$ cat src/rtl/bip_control.sv
// Control unit for a small accumulator processor: fetch/decode/execute sequencer
// with registered datapath strobes, program counter and retired-instruction counter.
module bip_control (
  input  logic        clk,
  input  logic        reset,
  input  logic        start,
  input  logic [15:0] instr_in,
  output logic [10:0] pc_out,
  output logic [10:0] operand,
  output logic [1:0]  sel_a,
  output logic        sel_b,
  output logic        wr_acc,
  output logic        op,
  output logic        wr_ram,
  output logic        halted,
  output logic [15:0] retired
);

  typedef enum logic [2:0] {
    S_IDLE,
    S_FETCH,
    S_DECODE,
    S_EXECUTE,
    S_HALT
  } state_t;

  typedef enum logic [4:0] {
    OPC_HLT  = 5'b00000,
    OPC_STO  = 5'b00001,
    OPC_LD   = 5'b00010,
    OPC_LDI  = 5'b00011,
    OPC_ADD  = 5'b00100,
    OPC_ADDI = 5'b00101,
    OPC_SUB  = 5'b00110,
    OPC_SUBI = 5'b00111
  } opcode_t;

  localparam logic [1:0] SRC_MEM = 2'b00;
  localparam logic [1:0] SRC_IMM = 2'b01;
  localparam logic [1:0] SRC_ALU = 2'b10;

  typedef struct packed {
    logic [1:0] sel_a;
    logic       sel_b;
    logic       wr_acc;
    logic       op;
    logic       wr_ram;
  } ctrl_t;

  state_t      state;
  logic [10:0] pc;
  logic [15:0] ir;
  ctrl_t       ctrl;

  // Control word for one opcode; anything outside the defined set is a NOP.
  function automatic ctrl_t decode(input logic [4:0] opc);
    ctrl_t c;
    c = '0;
    case (opc)
      OPC_STO:  c.wr_ram = 1'b1;
      OPC_LD:   begin c.wr_acc = 1'b1; c.sel_a = SRC_MEM; end
      OPC_LDI:  begin c.wr_acc = 1'b1; c.sel_a = SRC_IMM; end
      OPC_ADD:  begin c.wr_acc = 1'b1; c.sel_a = SRC_ALU; c.sel_b = 1'b1; end
      OPC_ADDI: begin c.wr_acc = 1'b1; c.sel_a = SRC_ALU; end
      OPC_SUB:  begin c.wr_acc = 1'b1; c.sel_a = SRC_ALU; c.sel_b = 1'b1; c.op = 1'b1; end
      OPC_SUBI: begin c.wr_acc = 1'b1; c.sel_a = SRC_ALU; c.op = 1'b1; end
      default:  c = '0;
    endcase
    return c;
  endfunction

  // NOTE: reset is synchronous, so it lives inside the clocked block and is only seen on a rising edge.
  always_ff @(posedge clk) begin
    if (!reset) begin
      state   <= S_IDLE;
      pc      <= '0;
      ir      <= '0;
      retired <= '0;
      ctrl    <= '0;
      halted  <= 1'b0;
    end else begin
      // NOTE: non-blocking assignments throughout, so every branch sees the pre-edge state.
      ctrl <= '0;
      case (state)
        S_IDLE: begin
          if (start) state <= S_FETCH;
        end
        S_FETCH: begin
          state <= S_DECODE;
        end
        S_DECODE: begin
          // Strobes are registered here so they line up exactly with the EXECUTE cycle.
          ir    <= instr_in;
          ctrl  <= decode(instr_in[15:11]);
          state <= S_EXECUTE;
        end
        S_EXECUTE: begin
          retired <= retired + 16'd1;
          if (ir[15:11] == OPC_HLT) begin
            state  <= S_HALT;
            halted <= 1'b1;
          end else begin
            pc    <= pc + 11'd1;
            state <= S_FETCH;
          end
        end
        S_HALT: begin
          state <= S_HALT;
        end
        default: begin
          state <= S_IDLE;
        end
      endcase
    end
  end

  assign pc_out  = pc;
  assign operand = ir[10:0];
  assign sel_a   = ctrl.sel_a;
  assign sel_b   = ctrl.sel_b;
  assign wr_acc  = ctrl.wr_acc;
  assign op      = ctrl.op;
  assign wr_ram  = ctrl.wr_ram;

endmodule
$ cat config.mk
export PLATFORM = sky130hd
export DESIGN_NAME = bip_control
export DESIGN_NICKNAME = d
export VERILOG_FILES = /design/src/rtl/bip_control.sv
export SDC_FILE = /design/constraint.sdc
export NUM_CORES = 1
export LEC_CHECK = 0
export ABC_AREA = 1
export CAP_MARGIN = 20
export CORE_MARGIN = 2
export CORE_UTILIZATION = 53
export CTS_BUF_LIST = sky130_fd_sc_hd__clkbuf_8
export CTS_CLUSTER_DIAMETER = 200
export DETAILED_ROUTE_END_ITERATION = 8
export HOLD_SLACK_MARGIN = 0.12
export PLACE_DENSITY = 0.87
export SETUP_SLACK_MARGIN = 0.5
export SLEW_MARGIN = 15
export SYNTH_ARGS = -nofsm -noshare
export SYNTH_HDL_FRONTEND = slang
export SYNTH_SLANG_ARGS = --single-unit
$ cat constraint.sdc
create_clock -name clk -period 3.2 [get_ports clk]
set_input_delay 0.32 -clock clk [delete_from_list [all_inputs] [get_ports clk]]
set_output_delay 0.32 -clock clk [all_outputs]
set_load 0.005 [all_outputs]
==> results.md <==
- Result of the run: finished clean
- H-Tree Depth: 2
- Share of the cycle needed by the critical path after routing: 0.5114
- Number of setup buffers added after CTS: 0
- Number of filler cells placed in the layout: 387
- HP Class: register to register
- Avg Synthesized Cell Area: 7.061 sq um
- Buffer depth of the longest clock path: 2
- Cell leakage power: 1.206 nW
- Share of post-route cells with drive strength above 1: 0.05168
- Nets in the synthesized netlist: 355
- Share of the yosys chip area belonging to registers: 0.4499
- Max stage delay cell, worst path: clkdlybuf4s50_1
- Cells after synthesis: 334
- Iter 0 DRT Violations: 105
- Width of the die: 70.71 um
- Clock Root Buffer: clkbuf_8
- Worst path max stage delay: 0.77 ns
- Worst rel slew slack: 0.6797
- Worst Max-Slew Pin Slew: 0.4790 ns
- DR WL/cell: 11.21 um
- Ant. Diodes: 0
- Placer congestion estimate: 0.7800
- Warning count from the yosys run: 0
- Area of the multi-input gates: 0.001044 sq mm
- Hold Violations, Final: 0
- Core ar.: 0.004324 sq mm
- DRT Pass-1 Iters: 4
- Total of flip-flops plus latches after synthesis: 53
- CTS tree: yes
- Unrepaired setup endpoints after global routing: false
- Endpoint type of the worst setup path: register
- Worst IR drop on VDD: 306.3 uV
- Number of cell rows: 24
- Estimated wirelength of the detail-placed design: 3614 um
- Quantity of gates resized following cts: 0
- Initial core utilization: 0.5454
- Post-route minimum period: 1.637 ns
- Clock skew: 0.005852 ns
- Total detailed-routing wirelength: 4921 um
- Grt total ovfl: 0
- Cell Pwr Density: 442.3 mW/mm^2
- Count of pins on the block boundary: 64
- Placed cell area: 0.002939 sq mm
- Post-synthesis cell area: 0.002359 sq mm
- Ordered list of cells on the worst path: clkdlybuf4s50_1, inv_1, nor2_1, inv_1, nor2_1, inv_1, nor2_1
- Clock input transition at the sequential cells of the worst setup and hold paths: 0.10 ns
- Wire length of the first global-routing pass: 8231 um
- Growth of design area from synthesis to finish: 29.34%
- CP startpoint kind: primary input
- Kind of critical path: primary input to register
- Final TNS setup: 0 ns
- Peak clock frequency supported by timing: 611.0 MHz
- Data arrival time at the worst-slack endpoint: 1.88 ns
- Drt drc: 0
- Total of buffers placed on input and output ports: 63
- Vias: 2,184
- Number of pins with negative max-slew slack in the final report: 0
- CTS buffer count: 5
- Area of all placed cells without fillers: 0.003050 sq mm
- Maximum number of pins on one net before global-route repair: 27
- Hold buffers post-CTS: 0
- Max capacitance violation total: 0
- Worst EP required: 3.45 ns
- Setup Viol. Count Final: 0
- Maximum fanout count along the critical path: 14
- Antenna violation net count after detailed routing: 0
- Die Span Y: 70.71 um
- Detail-routed via count per cell: 4.975
- Register area: 0.001061 sq mm
- Number of antenna violations at the first check in global routing: 0
- Clock sinks: 53
- Die footprint: 0.005000 sq mm
- Total Nets Final: 407
- Total routing usage reported by global routing: 0.1990
- Clock insertion delay at the later pin of the skew report: 0.30 ns
- Netlist cell types: 26
- Vias in the first global route: 1,947
-- critical path, delay by kind of cell --
| family | cells | cell delay [ns] |
|---|---|---|
| buffers and inverters | 4 | 1.21 |
| and+or+nand+nor | 3 | 0.35 |
-- power breakdown --
group	total [mW]	switching [mW]	internal [mW]
Clock	0.450	0.218	0.232
Sequential	0.718	0.0237	0.695
Combinational	0.181	0.0895	0.0912
-- final timing paths --
| kind | from | endpoint | slack (ns) | cells past startpoint |
|---|---|---|---|---|
| max | reset | op | 1.56 | 7 |
| min reg2reg | ir[15] | ir[15] | 0.47 | 2 |
| min | ir[15] | ir[15] | 0.47 | 2 |
| max reg2reg | state[2] | sel_a[0] | 1.78 | 5 |
-- cell type report --
class / instances / area share
clock buffers: 5 / 0.02256
clock inverters: 3 / 0.01395
inverters: 35 / 0.04307
multi-input cells: 227 / 0.3421
flip-flops and latches: 53 / 0.3478
well taps: 52 / 0.02133
repair buffers: 64 / 0.2092
-- routing by layer --
metal	share of wire	track usage	vias to the layer above	routed length, um
met5	0	0	-	0
met1	0.46	0.2507	987	2240
met3	0.051	0.03989	5	252
met2	0.48	0.3406	46	2374
met4	0.011	0.06918	0	54
li1	-	-	1146	-
-- cell usage in the layout, fill, tap and decap left out --
cell / instances
nor3_1: 3
a31oi_1: 1
buf_4: 1
nand4_1: 6
nor2_1: 83
nand3_1: 18
nor2_4: 2
o21ai_0: 22
o21ai_1: 2
dfxtp_1: 53
nand2_4: 1
inv_2: 2
nand3_2: 1
o21bai_1: 1
a21oi_1: 17
inv_1: 34
clkinv_4: 1
nor4_1: 1
nand2_1: 58
clkdlybuf4s50_1: 63
nand2_2: 4
bufinv_16: 1
clkbuf_8: 5
nor2_8: 1
ha_1: 2
nor2_2: 1
xor2_1: 3
-- Yosys cell counts --
cell / count / share of area
nand3_1: 18 / 0.038
xor2_1: 3 / 0.011
nor3_1: 3 / 0.0064
nor2_2: 1 / 0.0027
nor4_1: 1 / 0.0027
nor2_1: 83 / 0.13
nand2_2: 4 / 0.011
a21oi_1: 17 / 0.036
clkbuf_1: 5 / 0.0080
o21ai_1: 2 / 0.0042
buf_4: 11 / 0.035
a31oi_1: 1 / 0.0027
nand2_1: 58 / 0.092
o21bai_1: 1 / 0.0032
inv_1: 33 / 0.053
o21ai_0: 22 / 0.047
dfxtp_1: 53 / 0.45
buf_6: 1 / 0.0048
ha_1: 2 / 0.011
nand3_2: 1 / 0.0042
nor2_4: 2 / 0.0095
buf_2: 2 / 0.0042
nor2_8: 1 / 0.0085
nand4_1: 6 / 0.016
inv_2: 2 / 0.0032
nand2_4: 1 / 0.0048
-- sequential cells by signal (all words and copies together) (netlist names) --
register,cells
ir,16
retired,16
pc_out,11
state,3
sel_a,2
halted,1
op,1
sel_b,1
wr_acc,1
wr_ram,1
-- cell families (layout without fill, tap and decap cells) --
group | count (synthesis) | in the layout | share of synthesized area
and+or+nand+nor | 179 | 179 | 0.3279
adders and majority gates | 2 | 2 | 0.01061
AOI/OAI and AO/OA | 43 | 43 | 0.09284
buffers and inverters | 54 | 107 | 0.1077
DFF | 53 | 53 | 0.4499
xor gates and xnor gates | 3 | 3 | 0.01114
-- per-stage QoR --
| stage | setup slack [ns] | total power [mW] | hold WS, ns | cells | util |
|---|---|---|---|---|---|
| 2_1_floorplan | 1.955 | 0.8518 | 0.3924 | 334 | - |
| 3_3_place_gp | 1.364 | 0.9092 | 0.4391 | 431 | 0.6797 |
| 3_5_place_dp | 1.291 | 0.9160 | 0.4561 | 431 | 0.6797 |
| 4_1_cts | 1.583 | 1.358 | 0.4710 | 439 | 0.7054 |
| 5_1_grt | 1.464 | 1.403 | 0.5121 | 439 | 0.7054 |
| 6_report | 1.563 | 1.349 | 0.4674 | 439 | 0.7054 |
(Power assumes the default switching activity.)
